## src/rtl/gen_window_sum_if.sv

```systemverilog
// Caller-side and upstream-side handshake bundle for the window-sum generator stage.
// The slave modport is the stage itself; the master modport is whoever drives it.
interface gen_window_sum_if #(
    parameter int WIDTH = 32
);
    logic             start;
    logic             ready;
    logic             valid;
    logic             done;
    logic [WIDTH-1:0] out0;
    logic [WIDTH-1:0] out1;

    logic             up_start;
    logic             up_ready;
    logic             up_valid;
    logic             up_done;
    logic [WIDTH-1:0] up_out0;

    modport slave (
        input  start, ready, up_valid, up_done, up_out0,
        output valid, done, out0, out1, up_start, up_ready
    );

    modport master (
        output start, ready, up_valid, up_done, up_out0,
        input  valid, done, out0, out1, up_start, up_ready
    );
endinterface

```

## src/rtl/gen_window_sum.sv

```systemverilog
// Generator-style consumer: restarts an upstream generator, folds its sample stream
// into a sliding-window sum and emits (window sum, samples accepted) tuples.
module gen_window_sum #(
    parameter int WIDTH  = 32,
    parameter int WINDOW = 3
) (
    input logic             _clock,
    input logic             _reset,
    gen_window_sum_if.slave bus
);
    localparam logic [0:0] ST_DONE = 1'b0;
    localparam logic [0:0] ST_RUN  = 1'b1;

    logic [0:0]       state_r;
    logic             valid_r;
    logic             done_r;
    logic             up_start_r;
    logic [WIDTH-1:0] out0_r;
    logic [WIDTH-1:0] out1_r;
    logic [WIDTH-1:0] sum_r;
    logic [WIDTH-1:0] cnt_r;
    logic [WIDTH-1:0] win_r [WINDOW];

    logic             up_ready_s;
    logic             accept_s;
    logic             consumed_s;
    logic             drain_s;
    logic             full_s;
    logic [WIDTH-1:0] sum_next_s;
    logic [WIDTH-1:0] cnt_next_s;

    function automatic logic [WIDTH-1:0] slide_sum(
        input logic [WIDTH-1:0] sum,
        input logic [WIDTH-1:0] x,
        input logic [WIDTH-1:0] oldest
    );
        return sum + x - oldest;
    endfunction

    // Handshake decode and next window sum; the last window slot is still zero until the window fills.
    always_comb begin
        up_ready_s = (state_r == ST_RUN) && !up_start_r && (!valid_r || bus.ready);
        accept_s   = bus.up_valid && up_ready_s;
        consumed_s = valid_r && bus.ready;
        drain_s    = !valid_r || bus.ready;
        sum_next_s = slide_sum(sum_r, bus.up_out0, win_r[WINDOW-1]);
        cnt_next_s = cnt_r + WIDTH'(1);
        full_s     = (cnt_next_s >= WIDTH'(WINDOW));
    end

    assign bus.valid    = valid_r;
    assign bus.done     = done_r;
    assign bus.out0     = out0_r;
    assign bus.out1     = out1_r;
    assign bus.up_start = up_start_r;
    assign bus.up_ready = up_ready_s;

    // Stream state, window and output tuple registers.
    always_ff @(posedge _clock or negedge _reset) begin
        if (!_reset) begin
            state_r    <= ST_DONE;
            valid_r    <= 1'b0;
            done_r     <= 1'b0;
            up_start_r <= 1'b0;
            out0_r     <= '0;
            out1_r     <= '0;
            sum_r      <= '0;
            cnt_r      <= '0;
            for (int i = 0; i < WINDOW; i++) begin
                win_r[i] <= '0;
            end
        end else if (bus.start) begin
            // A restart discards any tuple in flight and re-arms the upstream generator.
            state_r    <= ST_RUN;
            valid_r    <= 1'b0;
            done_r     <= 1'b0;
            up_start_r <= 1'b1;
            sum_r      <= '0;
            cnt_r      <= '0;
            for (int i = 0; i < WINDOW; i++) begin
                win_r[i] <= '0;
            end
        end else begin
            up_start_r <= 1'b0;
            case (state_r)
                ST_RUN: begin
                    if (accept_s) begin
                        win_r[0] <= bus.up_out0;
                        for (int i = WINDOW - 1; i > 0; i--) begin
                            win_r[i] <= win_r[i-1];
                        end
                        sum_r <= sum_next_s;
                        cnt_r <= cnt_next_s;
                        if (full_s) begin
                            out0_r  <= sum_next_s;
                            out1_r  <= cnt_next_s;
                            valid_r <= 1'b1;
                        end else if (consumed_s) begin
                            valid_r <= 1'b0;
                        end else begin
                            valid_r <= valid_r;
                        end
                    end else begin
                        if (consumed_s) begin
                            valid_r <= 1'b0;
                        end else begin
                            valid_r <= valid_r;
                        end
                        // up_done may still be stale from the previous stream while up_start is high.
                        if (!up_start_r && bus.up_done) begin
                            state_r <= ST_DONE;
                        end else begin
                            state_r <= ST_RUN;
                        end
                    end
                end
                ST_DONE: begin
                    if (drain_s) begin
                        valid_r <= 1'b0;
                        done_r  <= 1'b1;
                    end else begin
                        valid_r <= valid_r;
                        done_r  <= done_r;
                    end
                end
                default: begin
                    state_r <= ST_DONE;
                end
            endcase
        end
    end
endmodule

```

## src/flat_wrapper.sv

```systemverilog
// flat-port wrapper written by rule: the top's interface ports become plain ports
module gen_window_sum_flat 
#(
    parameter int WIDTH  = 32,
    parameter int WINDOW = 3
)
  (_clock, _reset, bus_start, bus_ready, bus_up_valid, bus_up_done, bus_up_out0, bus_valid, bus_done, bus_out0, bus_out1, bus_up_start, bus_up_ready);
  gen_window_sum_if #(.WIDTH(WIDTH)) bus_i ();
  input logic _clock;
  input logic _reset;
  input wire logic [$bits(bus_i.start)-1:0] bus_start;
  input wire logic [$bits(bus_i.ready)-1:0] bus_ready;
  input wire logic [$bits(bus_i.up_valid)-1:0] bus_up_valid;
  input wire logic [$bits(bus_i.up_done)-1:0] bus_up_done;
  input wire logic [$bits(bus_i.up_out0)-1:0] bus_up_out0;
  output wire logic [$bits(bus_i.valid)-1:0] bus_valid;
  output wire logic [$bits(bus_i.done)-1:0] bus_done;
  output wire logic [$bits(bus_i.out0)-1:0] bus_out0;
  output wire logic [$bits(bus_i.out1)-1:0] bus_out1;
  output wire logic [$bits(bus_i.up_start)-1:0] bus_up_start;
  output wire logic [$bits(bus_i.up_ready)-1:0] bus_up_ready;
  assign bus_i.start = bus_start;
  assign bus_i.ready = bus_ready;
  assign bus_i.up_valid = bus_up_valid;
  assign bus_i.up_done = bus_up_done;
  assign bus_i.up_out0 = bus_up_out0;
  assign bus_valid = bus_i.valid;
  assign bus_done = bus_i.done;
  assign bus_out0 = bus_i.out0;
  assign bus_out1 = bus_i.out1;
  assign bus_up_start = bus_i.up_start;
  assign bus_up_ready = bus_i.up_ready;
  gen_window_sum #(.WIDTH(WIDTH), .WINDOW(WINDOW)) u_core (._clock(_clock), ._reset(_reset), .bus(bus_i));
endmodule
```

## config.mk

```make
export PLATFORM = sky130hd
export DESIGN_NAME = gen_window_sum_flat
export DESIGN_NICKNAME = d
export VERILOG_FILES = /design/src/rtl/gen_window_sum_if.sv /design/src/rtl/gen_window_sum.sv /design/src/flat_wrapper.sv
export SDC_FILE = /design/constraint.sdc
export NUM_CORES = 1
export LEC_CHECK = 0
export ABC_AREA = 0
export CORE_ASPECT_RATIO = 0.8
export CORE_MARGIN = 1
export CORE_UTILIZATION = 40
export CTS_BUF_LIST = sky130_fd_sc_hd__clkbuf_8
export CTS_CLUSTER_SIZE = 40
export DETAILED_ROUTE_END_ITERATION = 16
export SLEW_MARGIN = 25
export SYNTH_ARGS = -nofsm -noshare
export SYNTH_HDL_FRONTEND = slang
export SYNTH_SLANG_ARGS = --single-unit
```

## constraint.sdc

```tcl
create_clock -name _clock -period 3.7 [get_ports _clock]
set_input_delay 0.74 -clock _clock [delete_from_list [all_inputs] [get_ports _clock]]
set_output_delay 0.74 -clock _clock [all_outputs]
set_load 0.02 [all_outputs]
```

; After elaboration in Yosys (flattened, before gate mapping)
; Cells that the tools add are included.
; W data, S select, Z words.
[totals]
inputBits = 38
out_inout_bits = 68
register_bits = 228
[classes]
reduce_logical = 14
n_mux = 23
n_addsub = 3
eq_ne = 2
bitwise_logic = 2
n_lt_le_gt_ge = 1
[ops]
columns = cell, count
row1 = $mux W96, 3
row2 = $mux W32, 6
row3 = $add A32 B1 Y32 const B, 1
row4 = $add A32 B32 Y32, 1
row5 = $ge A32 B2 Y1 const B, 1
row6 = $sub A32 B32 Y32, 1
row7 = $mux W1, 13
row8 = $reduce_bool A2 Y1, 3
row9 = $logic_and A1 B1 Y1, 5
row10 = $reduce_and A2 Y1, 2
row11 = $reduce_and A4 Y1, 1
row12 = $ne A3 B2 Y1 const B, 1
row13 = $logic_not A1 Y1, 2
row14 = $ne A2 B2 Y1 const B, 1
row15 = $not A1 Y1, 2
row16 = $pmux W1 S2, 1
row17 = $logic_or A1 B1 Y1, 1

; Longest topological paths before layout
; Gate-level depths: netlist of run 1.
[logic_depth]
word_depth = 7
mapped_depth = 13
mapped_depth_nobuf = 13

; Worst setup path after synthesis of run 1
; Ideal clock, no wire load.
[synth_timing]
path_kind = input -> register
from = in bus_up_out0[4]
to = reg u_core.out0_r[25], in the netlist u_core.bus.out0[25]
stages = 12
t_arrival_ns = 3.482
slack_ns = 0.078
path_buffers = 0
path_cell_list = inv_1 > fa_1 > inv_1 > ha_1 > a21o_1 > nor2b_1 > o32ai_1 > o211ai_1 > a41o_1 > mux2i_1 > nor4b_1 > mux2i_1
[synth_between]
elab_chain_cells = 2
[synth_lines]
columns = item, line_no
row1 = start: declaration, flat_wrapper.sv:15  ; input wire logic [$bits(bus_i.up_out0)-1:0] bus_up_out0;
row2 = $add A32 B32 Y32, gen_window_sum.sv:37  ; return sum + x - oldest;
row3 = $sub A32 B32 Y32, gen_window_sum.sv:37
row4 = end signal: assignment, gen_window_sum.sv:95  ; out0_r <= sum_next_s;
row5 = end: declaration, gen_window_sum.sv:18  ; logic [WIDTH-1:0] out0_r;
; Every way passes these cells.
; A chain may end at the register's enable or synchronous reset.

; Final worst setup path of run 1
[layout_timing]
from = in bus_up_out0[2]
to = reg u_core.sum_r[27]
[layout_between]
elab_chain_cells = 5
[layout_lines]
columns = item, line_no
row1 = $add A32 B32 Y32, gen_window_sum.sv:37
row2 = $sub A32 B32 Y32, gen_window_sum.sv:37
row3 = $mux W32, gen_window_sum.sv:87  ; if (accept_s) begin
row4 = $mux W32, gen_window_sum.sv:85  ; case (state_r)
row5 = $mux W32, gen_window_sum.sv:72  ; end else if (bus.start) begin
row6 = end signal: assignment, gen_window_sum.sv:92  ; sum_r <= sum_next_s;
row7 = end: declaration, gen_window_sum.sv:20  ; logic [WIDTH-1:0] sum_r;
; Every way passes these cells. The select of a mux whose other input is x is not followed.

==> results of run 1 <==
-- critical path, delay by kind of cell --
kind                       cells  cell delay (ps)
AOI/OAI and AO/OA              5              750
adders and majority gates      2              800
buffers and inverters          6             1100
and+or+nand+nor                3              640
-- registers in the layout (all words and copies together) (netlist names) --
| signal | cells |
|---|---|
| u_core.sum_r | 32 |
| u_core.cnt_r | 32 |
| u_core.state_r | 1 |
| u_core.bus.up_start | 1 |
| u_core.bus.out0 | 32 |
| u_core.bus.valid | 1 |
| u_core.bus.done | 1 |
| u_core.bus.out1 | 32 |
| u_core.win_r | 96 |
-- final timing paths --
check | startpoint | endpoint | slack, ps | cells past startpoint
worst min-delay path | _reset | u_core.cnt_r[28]$_DFFE_PN0P_ | 250 | 1
max in group asynchronous | _reset | u_core.win_r[76]$_DFFE_PN0P_ | 2560 | 2
worst max register to register | u_core.cnt_r[0]$_DFFE_PN0P_ | u_core.bus.out0[13]$_DFFE_PN0P_ | 150 | 12
min in group _clock | u_core.bus.out1[27]$_DFFE_PN0P_ | u_core.bus.out1[27]$_DFFE_PN0P_ | 490 | 1
worst max-delay path | bus_up_out0[2] | u_core.sum_r[27]$_DFFE_PN0P_ | 70 | 16
worst min register to register | u_core.bus.out1[27]$_DFFE_PN0P_ | u_core.bus.out1[27]$_DFFE_PN0P_ | 490 | 1
-- routing by layer --
metal	part of all wire, %	track usage (%)	wire length [um]
met1	50	30.2	16400
met2	44	30.5	14600
met3	4.2	3.31	1380
met4	1.7	4.92	553
met5	0	0	0
-- synth_stat cells (5+ instances only) --
cell / number
a211oi_1: 10
a21o_1: 15
a21oi_1: 159
a22o_1: 27
a31oi_1: 8
and3_1: 7
buf_2: 6
clkbuf_1: 70
dfrtp_1: 228
fa_1: 31
ha_1: 34
inv_1: 152
mux2_2: 22
mux2i_1: 17
nand2_1: 277
nand2b_1: 6
nand3_1: 26
nand4_1: 20
nor2_1: 76
nor3_1: 18
nor4_1: 11
o211ai_1: 5
o21ai_0: 41
o21bai_1: 5
or3_1: 20
xnor2_1: 52
xor2_1: 31
-- kinds of logic (layout without fill, tap and decap cells) --
family | Yosys count | count (layout)
and+or+nand+nor | 494 | 494
xor gates and xnor gates | 83 | 83
muxes | 39 | 39
adders and majority gates | 65 | 65
DFF | 228 | 228
AOI/OAI and AO/OA | 295 | 295
buffers and inverters | 237 | 469
-- layout make-up --
cell class / instances / area share [%]
Clock buffer: 56 / 4.77
Clock inverter: 17 / 0.620
Inverter: 152 / 3.53
Multi-Input combinational cell: 976 / 39.1
Sequential cell: 228 / 35.3
Tap cell: 420 / 3.25
Timing Repair Buffer: 244 / 13.4
-- power breakdown --
group	leakage [nW]	internal (mW)	total, mW	switching (mW)
Sequential	3.08	2.66	2.75	0.0993
Combinational	3.86	1.01	2.21	1.20
Clock	0.489	1.41	2.48	1.07
-- timing repair --
action	CTS	global route
resized for setup	3	24
buffers inserted	0	2
pin swaps	1	11
endpoints found under the setup margin	12	54
hold buffers	0	0
endpoints found under the hold margin	0	0
==> results.cfg, run 1 <==
[sta]
layout_setup_ws_ps = 71.5
worst_slew_pin_slew_ps = 1050
maxSlewHeadroom_pct = 30.0
fin_crit_sh_pct = 98.1
tns_ps = 0
setup_viol = 0
fmax_mhz = 276
hold_viol = 0
period_needed_ps = 3630
report.final.slew_viol_count = 0
fin_hold_ws_ps = 246
final.setup_skew_ps = 14.8

[floorplanning]
initial_core_util_pct = 40.7
io_pins = 106
fp-row-count = 58
die_w_um = 202
die_h_um = 162
die_area_um2 = 32700
core_area_um2 = 31500

[layout]
final_util_pct = 51.3
num-fill-cells = 3003
multi_input_comb_area_um2 = 6310
drive_gt1_share_pct = 15.4
final_nets = 1745
antenna_cells = 0
seq_area_um2 = 5710
final_cell_mix = nand2_1, dfrtp_1, inv_1
areaGrowthSynthToFinish_pct = 26.1
final_cell_area_um2 = 16100
final_cells = 2093
layout_commonest_cell = nand2_1

[routing]
wirelength_mm = 32.9
drc = 0
dr.pass1.iters = 5
avgRoutedWirePerCell_um = 15.7
viasPerCell = 5.09
drtAntennaViolNets = 0
vias = 10700
first_iter_violations = 703

[synthesis]
ys_warn_count = 0
synth-seq-cells = 228
synthTopCellsByArea = dfrtp_1, nand2_1, a21oi_1
syn_area_um2 = 12800
ys_seq_area_share_pct = 44.5
synthAdderAreaFrac_pct = 8.17
syn_area_per_cell_um2 = 8.89
ys_async_sr_fraction_pct = 100
muxShareOfSynthArea_pct = 3.26
synth_top_family_by_area = simple AND/OR/NAND/NOR gates
synth_top_area_share_pct = 44.5
yosysTopAreaCell = dfrtp_1
netlist-cell-type-count = 61
synth_edf_count = 0
synth-compound-area-share_pct = 13.8
syn_nets = 1544
yosys.area_share.simple_pct = 17.3
synthCells = 1441
yosys_most_used_dff = dfrtp_1
synth_xor_area_share_pct = 5.67

[setup_path]
path_cells = clkdlybuf4s50_1, inv_1, fa_1, inv_1, ha_4, a21oi_2, a211oi_2, o32ai_1, buf_4, o211ai_1, buf_4, buf_4, and3_2, or3_4, nand3_1, a21oi_1
required_ps = 4080
slowest_stage = fa_1
crit_arrival_ps = 4010
worst-setup-path-type = primary input to register
crit_top_cell = buf_4
critPathMaxStageDelay_ps = 540
critPathLaunchType = primary input
worstPathMaxFanout = 4
crit_path_end_kind = register

[place]
placed_cell_area_um2 = 15100
dp.cells = 2018
io_buffers = 105
dp_slack_ps = -687
hpwl_mm = 22.8
gp_congestion = 0.887

[clocking]
clock_latency_ps = 550
cts_root_buf = clkbuf_8
clk_pin_slew_ps = 60
cts_max_level = 2
cts.path.max_buffers = 3
numClockSinks = 228
cts_tree = done
cts_buffers = 40

[power]
power.density_nw_per_um2 = 461
vdd_ir_drop_max_v = 0.000267
p_total_mw = 7.45
leakage_nw = 7.42

[global_route]
grt_usage_pct = 20.2
grt_pass1_wl_mm = 53.3
grt_pass1_vias = 10200
grt-ovfl-total = 0
grt_max_degree = 97
antenna_found_initial = 0

[outcome]
status = completed

[hold_path]
hold_class = primary input to asynchronous set/reset pin

[flow_run]
cap_violations = 0
(Power assumes the default switching activity.)
==> run 2, diff against run 1 <==
--- a/config.mk
+++ b/config.mk
@@ -12,7 +12,6 @@
 export CTS_BUF_LIST = sky130_fd_sc_hd__clkbuf_8
 export CTS_CLUSTER_SIZE = 40
 export DETAILED_ROUTE_END_ITERATION = 16
-export SLEW_MARGIN = 25
 export SYNTH_ARGS = -nofsm -noshare
 export SYNTH_HDL_FRONTEND = slang
 export SYNTH_SLANG_ARGS = --single-unit
==> run 2 against run 1 <==
- routed wire length rose by 0.14%
- via count about the same
- final area up 0.25%
- flip-flop and latch count did not move
- cell count barely moved
- worst setup slack better by 57 ps
- hold slack got worse by 22 ps
- register-to-register slack gained 30 ps
- clock power about the same
- maximum frequency up 1.6%
- sequential power about the same
- global-route usage grew 0.30 points
==> results.cfg, run 2 (synthesis gave the netlist of run 1 again) <==
[power]
power.density_nw_per_um2 = 462
p_sw_mw = 2.36
p_total_mw = 7.47
leakage_nw = 7.40
p_sw_share_pct = 31.6
vdd_ir_drop_max_v = 0.000233
comb_power_share_pct = 29.5
pwr-share-seq_pct = 36.9
p_clk_share_pct = 33.6
intPower_mw = 5.11

[setup_path]
crit_path_end_kind = register
required_ps = 4080
critPathLaunchType = primary input
crit_arrival_ps = 3950
r2r_cells = 10
worst-setup-path-type = primary input to register
worstPathMaxFanout = 4
r2r_setup_slack_ps = 180

[sta]
worst_slew_pin_slew_ps = 1040
setup_viol = 0
fmax_mhz = 280
fin_crit_sh_pct = 96.5
final.setup_skew_ps = 20.7
maxSlewHeadroom_pct = 30.7
tns_ps = 0
period_needed_ps = 3570
hold_viol = 0
report.final.slew_viol_count = 0
grt_setup_unrepaired = no

[routing]
drc = 0
dr.pass1.iters = 5
wl_met3_mm = 1.59
first_iter_violations = 584
dr.max_layer_used = met4
avgRoutedWirePerCell_um = 15.7
vias = 10700
drtAntennaViolNets = 0
wirelength_mm = 33.0
routed-wl-met2_mm = 14.6
wl_met1_mm = 16.2
viasPerCell = 5.09

[clocking]
postCtsHoldBufs = 0
cts_buffers = 41
cts.path.max_buffers = 3
numClockSinks = 228
cts_max_level = 2
cts_tree = done
cts_root_buf = clkbuf_8
clk_pin_slew_ps = 50
clock_latency_ps = 560

[floorplanning]
initial_core_util_pct = 40.7
core_area_um2 = 31500
die_area_um2 = 32700
fp-row-count = 58
die_h_um = 162
die_w_um = 202
io_pins = 106

[global_route]
grt-ovfl-total = 0
grt_max_degree = 97
grt_pass1_vias = 10100
antenna_found_initial = 0
grt_pass1_wl_mm = 53.6
grt_usage_pct = 20.5

[layout]
final_util_pct = 51.4
drive_gt1_share_pct = 15.9
final_cell_area_um2 = 16200
largest_reg_flops = 96
final_nets = 1746
antenna_cells = 0
final_cell_mix = nand2_1, dfrtp_1, inv_1
top_register = u_core.win_r
areaGrowthSynthToFinish_pct = 26.4
num-fill-cells = 3022
layout_commonest_cell = nand2_1

[place]
gp_congestion = 0.887
hpwl_mm = 22.7
io_buffers = 105
placed_cell_area_um2 = 15100

[outcome]
status = completed

[flow_run]
cap_violations = 0

[hold_path]
hold_class = primary input to asynchronous set/reset pin
-- run 2: cell types whose count changed in the layout (fill, tap and decap cells not counted), moves of 2 or more --
cell             delta
dlymetal6s2s_1      -2
clkinv_2            +5
inv_1               -5
clkdlybuf4s50_1     +2
ha_4                +3
ha_1                -3
-- run 2: final timing paths --
| kind | start | end |
|---|---|---|
| setup reg to reg | u_core.cnt_r[1]$_DFFE_PN0P_ | u_core.bus.out0[0]$_DFFE_PN0P_ |
| hold / removal | _reset | u_core.bus.out1[28]$_DFFE_PN0P_ |
| max in group asynchronous | _reset | u_core.sum_r[13]$_DFFE_PN0P_ |
| setup / recovery | bus_up_out0[12] | u_core.sum_r[27]$_DFFE_PN0P_ |
| min in group _clock | u_core.bus.out1[27]$_DFFE_PN0P_ | u_core.bus.out1[27]$_DFFE_PN0P_ |
| hold reg to reg | u_core.bus.out1[27]$_DFFE_PN0P_ | u_core.bus.out1[27]$_DFFE_PN0P_ |
-- run 2: power groups by stage --
stage | sequential [mW] | clock, mW | combinational [mW]
after detailed placement | 2.80 | 0 | 2.14
after floorplan | 2.89 | 0 | 1.10
after CTS | 2.76 | 2.60 | 2.16
final | 2.75 | 2.51 | 2.21
after global routing | 2.77 | 2.71 | 2.44
after global placement | 2.80 | 0 | 2.11
-- run 2: final cells by class --
type | instances | area, um2 | share of cell area [%]
Multi-Input combinational cell | 977 | 6360 | 39.3
Timing Repair Buffer | 243 | 2140 | 13.2
Clock buffer | 57 | 785 | 4.85
Sequential cell | 228 | 5710 | 35.2
Inverter | 152 | 571 | 3.52
Clock inverter | 17 | 103 | 0.634
Tap cell | 420 | 526 | 3.25
-- run 2: timing repair --
item / 4_1_cts / 5_1_grt
cloned: 1 / 0
endpoints found under the hold margin: 0 / 0
setup buffers: 0 / 2
setup endpoints to repair: 33 / 54
pin swaps: 2 / 12
gates resized for setup: 6 / 23
-- run 2: stage by stage --
stage	setup slack [ps]	cells	hold slack, ps
6_report	129	2094	224
5_1_grt	24.1	2094	271
4_1_cts	-4.48	2092	216
3_5_place_dp	-701	2017	474
3_3_place_gp	-690	2017	463
2_1_floorplan	78.4	1441	444
-- run 2: worst max-delay path: stages --
cell and delay, ps:
clkdlybuf4s50_1 480, inv_1 60, fa_1 540, inv_1 50, ha_1 300, a21oi_1 250
o211ai_1 120, a41oi_1 330, o211ai_1 220, buf_4 190, and3_4 160, or3_4 330
nand3_1 100, a21oi_1 80
-- run 2: metal layers --
layer | GRT usage (%) | vias up
met4 | 5.61 | 0
li1 | - | 5187
met2 | 30.6 | 193
met3 | 3.63 | 48
met1 | 30.5 | 5232
met5 | 0 | -
==> run 3, diff against run 2 <==
--- a/config.mk
+++ b/config.mk
@@ -7,7 +7,6 @@
 export LEC_CHECK = 0
 export ABC_AREA = 0
 export CORE_ASPECT_RATIO = 0.8
-export CORE_MARGIN = 1
 export CORE_UTILIZATION = 40
 export CTS_BUF_LIST = sky130_fd_sc_hd__clkbuf_8
 export CTS_CLUSTER_SIZE = 40
==> results of run 3 <==
Same layout as run 2: the final DEF is identical, and so are final timing and power.
==> RTL edit (settings of run 3) <==
`WIDTH` is set to 32 in 3 places; all go to 24.
--- a/src/rtl/gen_window_sum_if.sv
+++ b/src/rtl/gen_window_sum_if.sv
@@ -3,3 +3,3 @@
 interface gen_window_sum_if #(
-    parameter int WIDTH = 32
+    parameter int WIDTH = 24
 );
--- a/src/rtl/gen_window_sum.sv
+++ b/src/rtl/gen_window_sum.sv
@@ -3,3 +3,3 @@
 module gen_window_sum #(
-    parameter int WIDTH  = 32,
+    parameter int WIDTH  = 24,
     parameter int WINDOW = 3
--- a/src/flat_wrapper.sv
+++ b/src/flat_wrapper.sv
@@ -3,3 +3,3 @@
 #(
-    parameter int WIDTH  = 32,
+    parameter int WIDTH  = 24,
     parameter int WINDOW = 3
Ports: changed (resized bus_out0, bus_out1 and bus_up_out0); port bits go from 106 to 82. No check against the original RTL was run, so the function may have changed too.
==> RTL edit against run 3 <==
- clock power fell by 44%
- power fell by 21%
- non-clock buffer count down 101
- clock skew fell by 0.0057 ns
- cell area fell by 29%
- worst setup slack got worse by 0.017 ns
- sequential cell count down 56
- via count decreased by 32%
- sequential power shrank 16%
- sequential share of layout area up 2.3 points
- final cell count shrank 30%
- wire length fell by 34%
- area after synthesis decreased by 26%
- critical endpoint is now u_core.bus.out0[16]
- largest cell class unchanged
==> RTL edit: results (changes against run 3) <==
| Metric | Value |
|---|---|
| Status | finished clean |
| Maximum number of pins on one net before global-route repair | 108 (+11%) |
| Compound-cell area share of the yosys netlist | 0.1289 (-0.009425) |
| Clock H-tree levels | 4 (+2) |
| Flip-flop count of the largest register after layout | 72 (-25%) |
| Worst endpoint data arrival time | 3.94 ns (about the same) |
| RePlAce Congestion | 0.8093 (-8.8%) |
| CTS Buf Count | 17 (-59%) |
| Root Driver | sky130_fd_sc_hd__clkbuf_8 |
| HPWL after detailed placement | 14.89 mm (-35%) |
| Worst slew margin | 0.4644 (+0.1570) |
| Cells on worst reg2reg path | 9 (-1) |
| Skew-Pair Late Insertion Delay | 0.46 ns (-0.10 ns) |
| Clock transition at the registers of the reported paths | 0.09 ns (+0.04 ns) |
| Vias in the first global route | 7039 (-30%) |
| Final WL | 21.78 mm (-34%) |
| Final cell count without fillers | 1468 (-30%) |
| Post-synthesis mux area share | 0.03870 (+0.006081) |
| Sequential-to-total area share from yosys stat | 0.4529 (+0.007470) |
| Fraction of the mapped netlist area in adder cells | 0.08268 (+0.001019) |
| Number of DRC markers after the initial detailed-route iteration | 402 (-31%) |
| Total routing usage reported by global routing | 0.1874 (-0.01790) |
| Fin nets | 1224 (-30%) |
| Share of cells above drive strength 1 | 0.1332 (-0.02568) |
| Via-to-Cell Ratio | 4.926 (-3.2%) |
| Worst-case vdd ir drop | 279.9 uV (+20%) |
| Synthesized-area fraction occupied by xor and xnor cells | 0.05621 (-0.0005356) |
| # placed instances | 1434 (-29%) |
| Main area contributors after synthesis | sky130_fd_sc_hd__dfrtp_1 45%, sky130_fd_sc_hd__nand2_1 8.5%, sky130_fd_sc_hd__a21oi_1 6.6% |
| Critical path peak fanout | 3 (-1) |
| First-pass GRT wire length | 36.34 mm (-32%) |
| Leakage power | 5.087 nW (-31%) |
| Commonest cells in the synthesized netlist | 215 x sky130_fd_sc_hd__nand2_1, 172 x sky130_fd_sc_hd__dfrtp_1, 125 x sky130_fd_sc_hd__a21oi_1, 106 x sky130_fd_sc_hd__inv_1, 59 x sky130_fd_sc_hd__nor2_1 |
| Number of nets in the synthesized netlist | 1123 (-27%) |
| Fin Clk Skew | 0.01494 ns (-0.005718 ns) |
| Post-synthesis area per instance | 9.104 sq um (+2.4%) |
| Largest buffer count on any clock path | 2 (-1) |
| Count of cell types in the netlist | 54 (-11%) |
| Total of buffers placed on input and output ports | 81 (-23%) |
| Share of flip-flops with an asynchronous set or reset after synthesis | 1.000 (unchanged) |
[RTL edit: changes by cell type in the layout (fill, tap and decap cells not counted), sizes merged, moves of 28 or more]
cell                  run 3  this run
a21oi                   160       129
inv                     160       108
dfrtp                   228       172
clkbuf                   57        19
buf                     140        63
nand2                   277       215
clkdlybuf4s50           102        74
[RTL edit: stage by stage]
stage / area (sq um) / power [mW] / setup WS (ns)
3_5_place_dp: 10900 / 4.511 / -0.5914
3_3_place_gp: 10900 / 4.479 / -0.5931
6_report: 11470 / 5.927 / 0.1114
4_1_cts: 11320 / 5.940 / -0.01989
2_1_floorplan: 9512 / 3.529 / 0.03820
5_1_grt: 11470 / 6.296 / -0.002806
[RTL edit: area by class of cell]
class | count | area (sq um)
Sequential cell | 172 | 4304
Fill cell | 2206 | 11870
Multi-Input combinational cell | 706 | 4664
Clock buffer | 19 | 261.5
Timing Repair Buffer | 142 | 1305
Tap cell | 312 | 390.4
Clock inverter | 11 | 145.1
Inverter | 106 | 397.9
[RTL edit: worst paths after layout]
kind,from,slack (ns),end
hold reg to reg,u_core.state_r,0.50,u_core.state_r
min in group _clock,u_core.state_r,0.50,u_core.state_r
setup / recovery,bus_up_out0[5],0.11,u_core.bus.out0[16]
setup reg to reg,u_core.cnt_r[0],0.31,u_core.bus.out0[16]
hold / removal,_reset,0.33,u_core.win_r[35]
max in group asynchronous,_reset,2.56,u_core.win_r[51]
[RTL edit: timing repair]
| item | CTS | global route |
|---|---|---|
| pin swaps | 2 | 12 |
| buffers inserted | 0 | 4 |
| resized for setup | 4 | 27 |
| endpoints found under the setup margin | 10 | 14 |
[RTL edit: where the power goes]
part | switching [mW] | total, mW | leakage, nW | internal (mW)
sequential | 0.164 | 2.30 | 2.31 | 2.14
clock | 0.702 | 1.40 | 0.205 | 0.696
combinational | 1.14 | 2.23 | 2.58 | 1.08
[RTL edit: critical path: stages]
cell	delay [ns]
sky130_fd_sc_hd__clkdlybuf4s50_1	0.49
sky130_fd_sc_hd__inv_1	0.07
sky130_fd_sc_hd__fa_1	0.54
sky130_fd_sc_hd__inv_1	0.05
sky130_fd_sc_hd__ha_2	0.31
sky130_fd_sc_hd__nor2_1	0.05
sky130_fd_sc_hd__o21ai_1	0.14
sky130_fd_sc_hd__buf_4	0.13
sky130_fd_sc_hd__a41oi_2	0.14
sky130_fd_sc_hd__buf_4	0.18
sky130_fd_sc_hd__o211ai_1	0.22
sky130_fd_sc_hd__a21oi_1	0.10
sky130_fd_sc_hd__a41o_1	0.22
sky130_fd_sc_hd__or2_2	0.29
sky130_fd_sc_hd__mux2_4	0.26
[RTL edit: layer usage]
metal | part of all wire | global-route usage
met1 | 0.51 | 0.2791
met2 | 0.44 | 0.2774
met3 | 0.039 | 0.03661
met4 | 0.0084 | 0.04755
met5 | 0 | 0
